`config.mk`:
```
export PLATFORM = sky130hd
export DESIGN_NAME = axis_blk_header_rx
export DESIGN_NICKNAME = d
export VERILOG_FILES = /design/src/rtl/miner_pkg.sv /design/src/rtl/axis_blk_header_rx.sv
export SDC_FILE = /design/constraint.sdc
export NUM_CORES = 1
export LEC_CHECK = 0
export ABC_CLOCK_PERIOD_IN_PS = 3490
export CORE_MARGIN = 8
export CORE_UTILIZATION = 31
export CTS_BUF_LIST = sky130_fd_sc_hd__clkbuf_2 sky130_fd_sc_hd__clkbuf_4 sky130_fd_sc_hd__clkbuf_8
export CTS_CLUSTER_DIAMETER = 40
export DETAILED_ROUTE_END_ITERATION = 6
export DONT_BUFFER_PORTS = 1
export GPL_TIMING_DRIVEN = 1
export SLEW_MARGIN = 20
export SYNTH_ARGS = -nofsm -noshare
export SYNTH_HDL_FRONTEND = slang
export SYNTH_SLANG_ARGS = --single-unit
```
`constraint.sdc`:
```
create_clock -name aclk -period 3.49 [get_ports aclk]
set_input_delay 0.8725 -clock aclk [delete_from_list [all_inputs] [get_ports aclk]]
set_output_delay 0.8725 -clock aclk [all_outputs]
set_load 0.01 [all_outputs]
```
`src/rtl/miner_pkg.sv`:
```
// Shared constants and types for the block-header receive path feeding the miner core.
package miner_pkg;

  localparam int HDR_WORDS   = 20;
  localparam int IDX_VERSION = 0;
  localparam int IDX_PREV    = 1;
  localparam int IDX_MERKLE  = 9;
  localparam int IDX_TIME    = 17;
  localparam int IDX_NBITS   = 18;
  localparam int IDX_NONCE   = 19;

  typedef enum logic [1:0] {
    ST_COLLECT,
    ST_HOLD,
    ST_DISCARD
  } hdr_rx_state_t;

  // Word 0 sits in the top 32 bits of the 640-bit header image.
  function automatic int word_lsb(input int idx);
    return (HDR_WORDS - 1 - idx) * 32;
  endfunction

endpackage

```
`src/rtl/axis_blk_header_rx.sv`:
```
// AXI4-Stream slave collecting one 80-byte block header (20 x 32-bit beats) and
// presenting it to the miner with a valid/ready handshake; bad frames are dropped.
//
// state      | meaning
// -----------+------------------------------------------------------------
// ST_COLLECT | accepting header words 0..19 into the header image
// ST_HOLD    | header complete, fields frozen, stream stalled until hdr_ready
// ST_DISCARD | frame overran 20 words; drop beats until tlast
module axis_blk_header_rx
  import miner_pkg::*;
#(
  parameter int C_S_AXIS_TDATA_WIDTH = 32,
  parameter int LAST_CHECK           = 1
) (
  input  logic                            aclk,
  input  logic                            aresetn,
  input  logic [C_S_AXIS_TDATA_WIDTH-1:0] s_axis_tdata,
  input  logic                            s_axis_tvalid,
  output logic                            s_axis_tready,
  input  logic                            s_axis_tlast,
  output logic [31:0]                     blk_version,
  output logic [255:0]                    prev_blk_header_hash,
  output logic [255:0]                    merkle_root_hash,
  output logic [31:0]                     blk_time,
  output logic [31:0]                     blk_nbits,
  output logic [31:0]                     blk_nonce,
  output logic                            hdr_valid,
  input  logic                            hdr_ready,
  output logic                            frame_err
);

  if (C_S_AXIS_TDATA_WIDTH != 32) begin : g_width_chk
    $error("axis_blk_header_rx: only a 32-bit TDATA width is supported");
  end

  localparam bit          LC        = (LAST_CHECK != 0);
  localparam logic [4:0]  LAST_WORD = 5'(IDX_NONCE);

  hdr_rx_state_t r_state;
  logic [4:0]    r_wcnt;
  logic [639:0]  r_hdr;
  logic          r_tready;
  logic          r_hdr_valid;
  logic          r_frame_err;

  logic          w_accept;
  logic [9:0]    w_word_lsb;

  assign w_accept   = s_axis_tvalid && r_tready;
  assign w_word_lsb = {LAST_WORD - r_wcnt, 5'b0};

  always_ff @(posedge aclk or negedge aresetn) begin
    if (!aresetn) begin
      r_state     <= ST_COLLECT;
      r_wcnt      <= '0;
      r_hdr       <= '0;
      r_tready    <= 1'b0;
      r_hdr_valid <= 1'b0;
      r_frame_err <= 1'b0;
    end else begin
      r_frame_err <= 1'b0;
      case (r_state)
        ST_COLLECT: begin
          r_tready <= 1'b1;
          if (w_accept) begin
            r_hdr[w_word_lsb +: 32] <= s_axis_tdata;
            if (r_wcnt == LAST_WORD) begin
              r_wcnt <= '0;
              if (!LC || s_axis_tlast) begin
                r_state     <= ST_HOLD;
                r_hdr_valid <= 1'b1;
                r_tready    <= 1'b0;
              end else begin
                r_state     <= ST_DISCARD;
                r_frame_err <= 1'b1;
              end
            end else if (LC && s_axis_tlast) begin
              r_wcnt      <= '0;
              r_frame_err <= 1'b1;
            end else begin
              r_wcnt <= r_wcnt + 5'd1;
            end
          end
        end
        ST_HOLD: begin
          if (hdr_ready) begin
            r_state     <= ST_COLLECT;
            r_wcnt      <= '0;
            r_hdr_valid <= 1'b0;
            r_tready    <= 1'b1;
          end
        end
        ST_DISCARD: begin
          r_tready <= 1'b1;
          if (w_accept && s_axis_tlast) begin
            r_state <= ST_COLLECT;
            r_wcnt  <= '0;
          end
        end
        default: begin
          r_state  <= ST_COLLECT;
          r_wcnt   <= '0;
          r_tready <= 1'b1;
        end
      endcase
    end
  end

  assign s_axis_tready        = r_tready;
  assign hdr_valid            = r_hdr_valid;
  assign frame_err            = r_frame_err;
  assign blk_version          = r_hdr[word_lsb(IDX_VERSION) +: 32];
  assign prev_blk_header_hash = r_hdr[word_lsb(IDX_PREV) + 31 -: 256];
  assign merkle_root_hash     = r_hdr[word_lsb(IDX_MERKLE) + 31 -: 256];
  assign blk_time             = r_hdr[word_lsb(IDX_TIME) +: 32];
  assign blk_nbits            = r_hdr[word_lsb(IDX_NBITS) +: 32];
  assign blk_nonce            = r_hdr[word_lsb(IDX_NONCE) +: 32];

endmodule

```
==> flow_metrics.tcl, run 1 <==
set metrics [dict create \
    worstReg2RegStart "r_wcnt[3]" \
    period_share 0.899 \
    clkTransAtPathRegs_ps 60 \
    gp_congestion 0.796 \
    slew_viol_final 0 \
    synth_top_area_cell "dfrtp_1" \
    end_kind "register" \
    ant_nets 0 \
    vias 15400 \
    relSlewSlack 0.301 \
    cp_top_family "buffers and inverters" \
    place_hpwl_um 62400 \
    clkLatencyLatePin_ps 740 \
    fin_area_um2 30600 \
    cts_resized 0 \
    final_hold_viol_count 0 \
    dieArea_um2 94500 \
    antenna_found_initial 11 \
    cts_made_buffers 117 \
    crit_chain "inv_1, ha_1, ha_1, inv_1, a211oi_4, buf_4, or3_1, buf_4, o21ai_0" \
    finalSetupViolCount 0 \
    synth_top_family_by_area "multiplexers" \
    status "completed" \
    drive_above_1_share 0.463 \
    tns_ps 0 \
    cts_tree "yes" \
    hold_slack_ps 214 \
    yosys.area.top_type_share 0.618 \
    critPathBufInv 4 \
    place_ws_ps 358 \
    cp.arrival_ps 3700 \
    first_pass_iters 5 \
    wirelength_um 90900 \
    critPathMaxStageDelay_ps 500 \
    rr_endpoint "r_hdr[81]" \
    powerDensity_nw_per_um2 692 \
    yosys_warnings 0 \
    syn-instance-count 1752 \
    worstPathMaxFanout 21 \
    max_freq_mhz 319 \
    syn-cell-area_um2 26300 \
    min_period_ps 3140 \
    synthArstFlopShare 1.00 \
    synth.mux.area_fraction 0.266 \
    power.share.clock 0.377 \
    synthTopCellsByArea "dfrtp_1, mux2_2, and2_1" \
    grt_first_pass_wirelength_um 128000 \
    ff2ff_path_depth 9 \
    synth_simple_gate_area_share 0.0629 \
    yosys_register_bits 650 \
    leakagePower_nw 14.8 \
    core_area_um2 84600 \
    clock-sinks 650 \
    worst_slew_pin_slew_ps 1040 \
    clock_path_buffers 3 \
    ys_types 57 \
    viasPerCell 5.05 \
    post-cts-setup-buffers 0 \
    rsz0062_at_grt "no" \
    synth_compound_area_frac 0.0226 \
    grt_overflow 0 \
    syn_area_per_cell_um2 15.0 \
    first_iter_violations 1007 \
    port_buffers 0 \
    r2r_slack_ps 350 \
    fill_cells 8150 \
    grt_pass1_vias 16600 \
    synth-xor-area-share 0.000666 \
    ys.flop_type "dfrtp_1" \
    grt_max_degree 651 \
    finalWorstSetupSlack_ps 351 \
    internal_power_mw 14.7 \
    max_cap_violations 0 \
    drc 0 \
    seqPwrFrac 0.506 \
    critPathKind "register to register" \
    switching_share 0.306 \
    clockRootBuffer "clkbuf_8" \
    ir_drop_v 0.000352 \
    slowest_stage "ha_1" \
    wl_per_cell_um 29.9 \
    p_switching_mw 6.48 \
    combPwrFrac 0.116 \
    syn_to_final_growth_pct 16.2 \
    hold_path.class "primary input to asynchronous set/reset pin" \
    start_util 0.311 \
    yosysSeqAreaShare 0.618 \
    fin_nets 1839 \
    placed_area_um2 27700 \
    synth_edf_count 0 \
    worst_setup_path_start_kind "register" \
    grtUsageTotal 0.186 \
    cp.required_ps 4050 \
    rows 107 \
    die_x_um 307 \
    ios 680 \
    ctsHtreeMaxLevel 3 \
    synth_fa_ha_area_frac 0.00380 \
    syn_nets 1797 \
    die_h_um 307 \
    skew_ps 39.2 \
]
[final cells by class]
type                    count  area [um^2]  area share
multi-input cells         963         9490       0.310
diodes                      7         17.5    0.000573
flip-flops and latches    650        16300       0.532
repair buffers             51          641      0.0210
well taps                1144         1430      0.0468
inverters                  11         41.3     0.00135
clock inverters            47          512      0.0167
clock buffers             170         2170      0.0710
[per-stage QoR]
stage / power, mW / util / std cells
final: 21.2 / 0.361 / 3043
after CTS: 21.3 / 0.360 / 3031
after global routing: 22.2 / 0.361 / 3039
after floorplan: 11.9 / - / 1752
after detailed placement: 13.2 / 0.328 / 2814
after global placement: 13.1 / 0.328 / 2814
[power by group through the flow]
stage,sequential (mW),clock (mW),combinational (mW)
detailed placement,10.9,0,2.33
global route,10.9,8.58,2.71
finish,10.7,7.99,2.46
global placement,10.9,0,2.22
floorplan,10.2,0,1.76
CTS,10.8,8.19,2.34
[flip-flops by register name, indices dropped and copies added, names as in the netlist]
name / cells
frame_err: 1
r_state: 2
r_hdr: 640
hdr_valid: 1
r_wcnt: 5
s_axis_tready: 1
[cell usage in the layout, fill, tap and decap left out, types with 10 or more instances in the layout]
| master | Yosys | final |
|---|---|---|
| and2_1 | 122 | 122 |
| and3_1 | 27 | 27 |
| buf_12 | 0 | 14 |
| buf_4 | 10 | 32 |
| clkbuf_4 | 0 | 27 |
| clkbuf_8 | 0 | 143 |
| clkinv_2 | 0 | 20 |
| dfrtp_1 | 650 | 650 |
| inv_1 | 11 | 11 |
| mux2_1 | 33 | 33 |
| mux2_2 | 541 | 541 |
| mux2_4 | 30 | 30 |
| nand2_1 | 24 | 23 |
| nand4_1 | 23 | 23 |
| nor2_1 | 10 | 10 |
| nor3_4 | 5 | 10 |
| o21ai_0 | 38 | 38 |
| o31ai_1 | 32 | 32 |
[metal layers]
| metal | vias up | wire length [um] | track usage |
|---|---|---|---|
| li1 | 6303 | - | - |
| met1 | 8160 | 32600 | 0.206 |
| met2 | 728 | 45600 | 0.317 |
| met3 | 190 | 9080 | 0.0722 |
| met4 | 0 | 3600 | 0.0784 |
| met5 | - | 0 | 0 |
[Yosys cell counts (all sizes together) (2+ instances only)]
cell and number:
nor4 2, and3 27, nand3b 3, or3 3
inv 11, nor3 16, ha 8, o31ai 32
a211o 2, nand2 24, or2b 2, a21oi 4
nor2 10, and4 2, clkbuf 62, nand3 2
o21ai 38, and4bb 2, a32o 2, nand4 23
mux2 604, xnor2 2, nor2b 2, and3b 2
or4b 2, nand2b 3, and2 122, a211oi 5
mux2i 6, nand4b 3, dfrtp 650, a31oi 2
buf 66
[worst reg2reg max path, stage by stage (launching register included)]
cell and delay [ps]:
dfrtp_1 390, inv_1 60, ha_1 280, ha_1 500, inv_1 150, a211oi_4 470, buf_4 260, or3_1 380
buf_4 330, o21ai_0 170
[cell families (layout without fill, tap and decap cells)]
group,after synthesis,count (layout)
AOI/OAI and AO/OA,89,89
xor gates and xnor gates,2,2
adders and majority gates,8,8
buffers and inverters,139,279
DFF,650,650
muxes,610,610
other,0,7
and+or+nand+nor,254,254
[worst max-delay path by stage]
stage / endpoint / slack, ps / start / cells past startpoint
CTS: r_hdr[403] / 330 / r_wcnt[3] / 9
global route: r_hdr[84] / 160 / r_wcnt[3] / 9
finish: r_hdr[81] / 350 / r_wcnt[3] / 9
global placement: r_hdr[396] / 450 / r_wcnt[3] / 9
floorplan: r_hdr[418] / 510 / r_wcnt[2] / 10
detailed placement: r_hdr[399] / 360 / r_wcnt[3] / 9
Note: power is estimated with default switching activity, not from simulation.
==> run 2, diff against run 1 <==
--- a/config.mk
+++ b/config.mk
@@ -12,6 +12,7 @@
 export CTS_CLUSTER_DIAMETER = 40
 export DETAILED_ROUTE_END_ITERATION = 6
 export DONT_BUFFER_PORTS = 1
+export GPL_ROUTABILITY_DRIVEN = 0
 export GPL_TIMING_DRIVEN = 1
 export SLEW_MARGIN = 20
 export SYNTH_ARGS = -nofsm -noshare
==> results of run 2 <==
The final DEF is identical to that of run 1; final timing and power are the same.
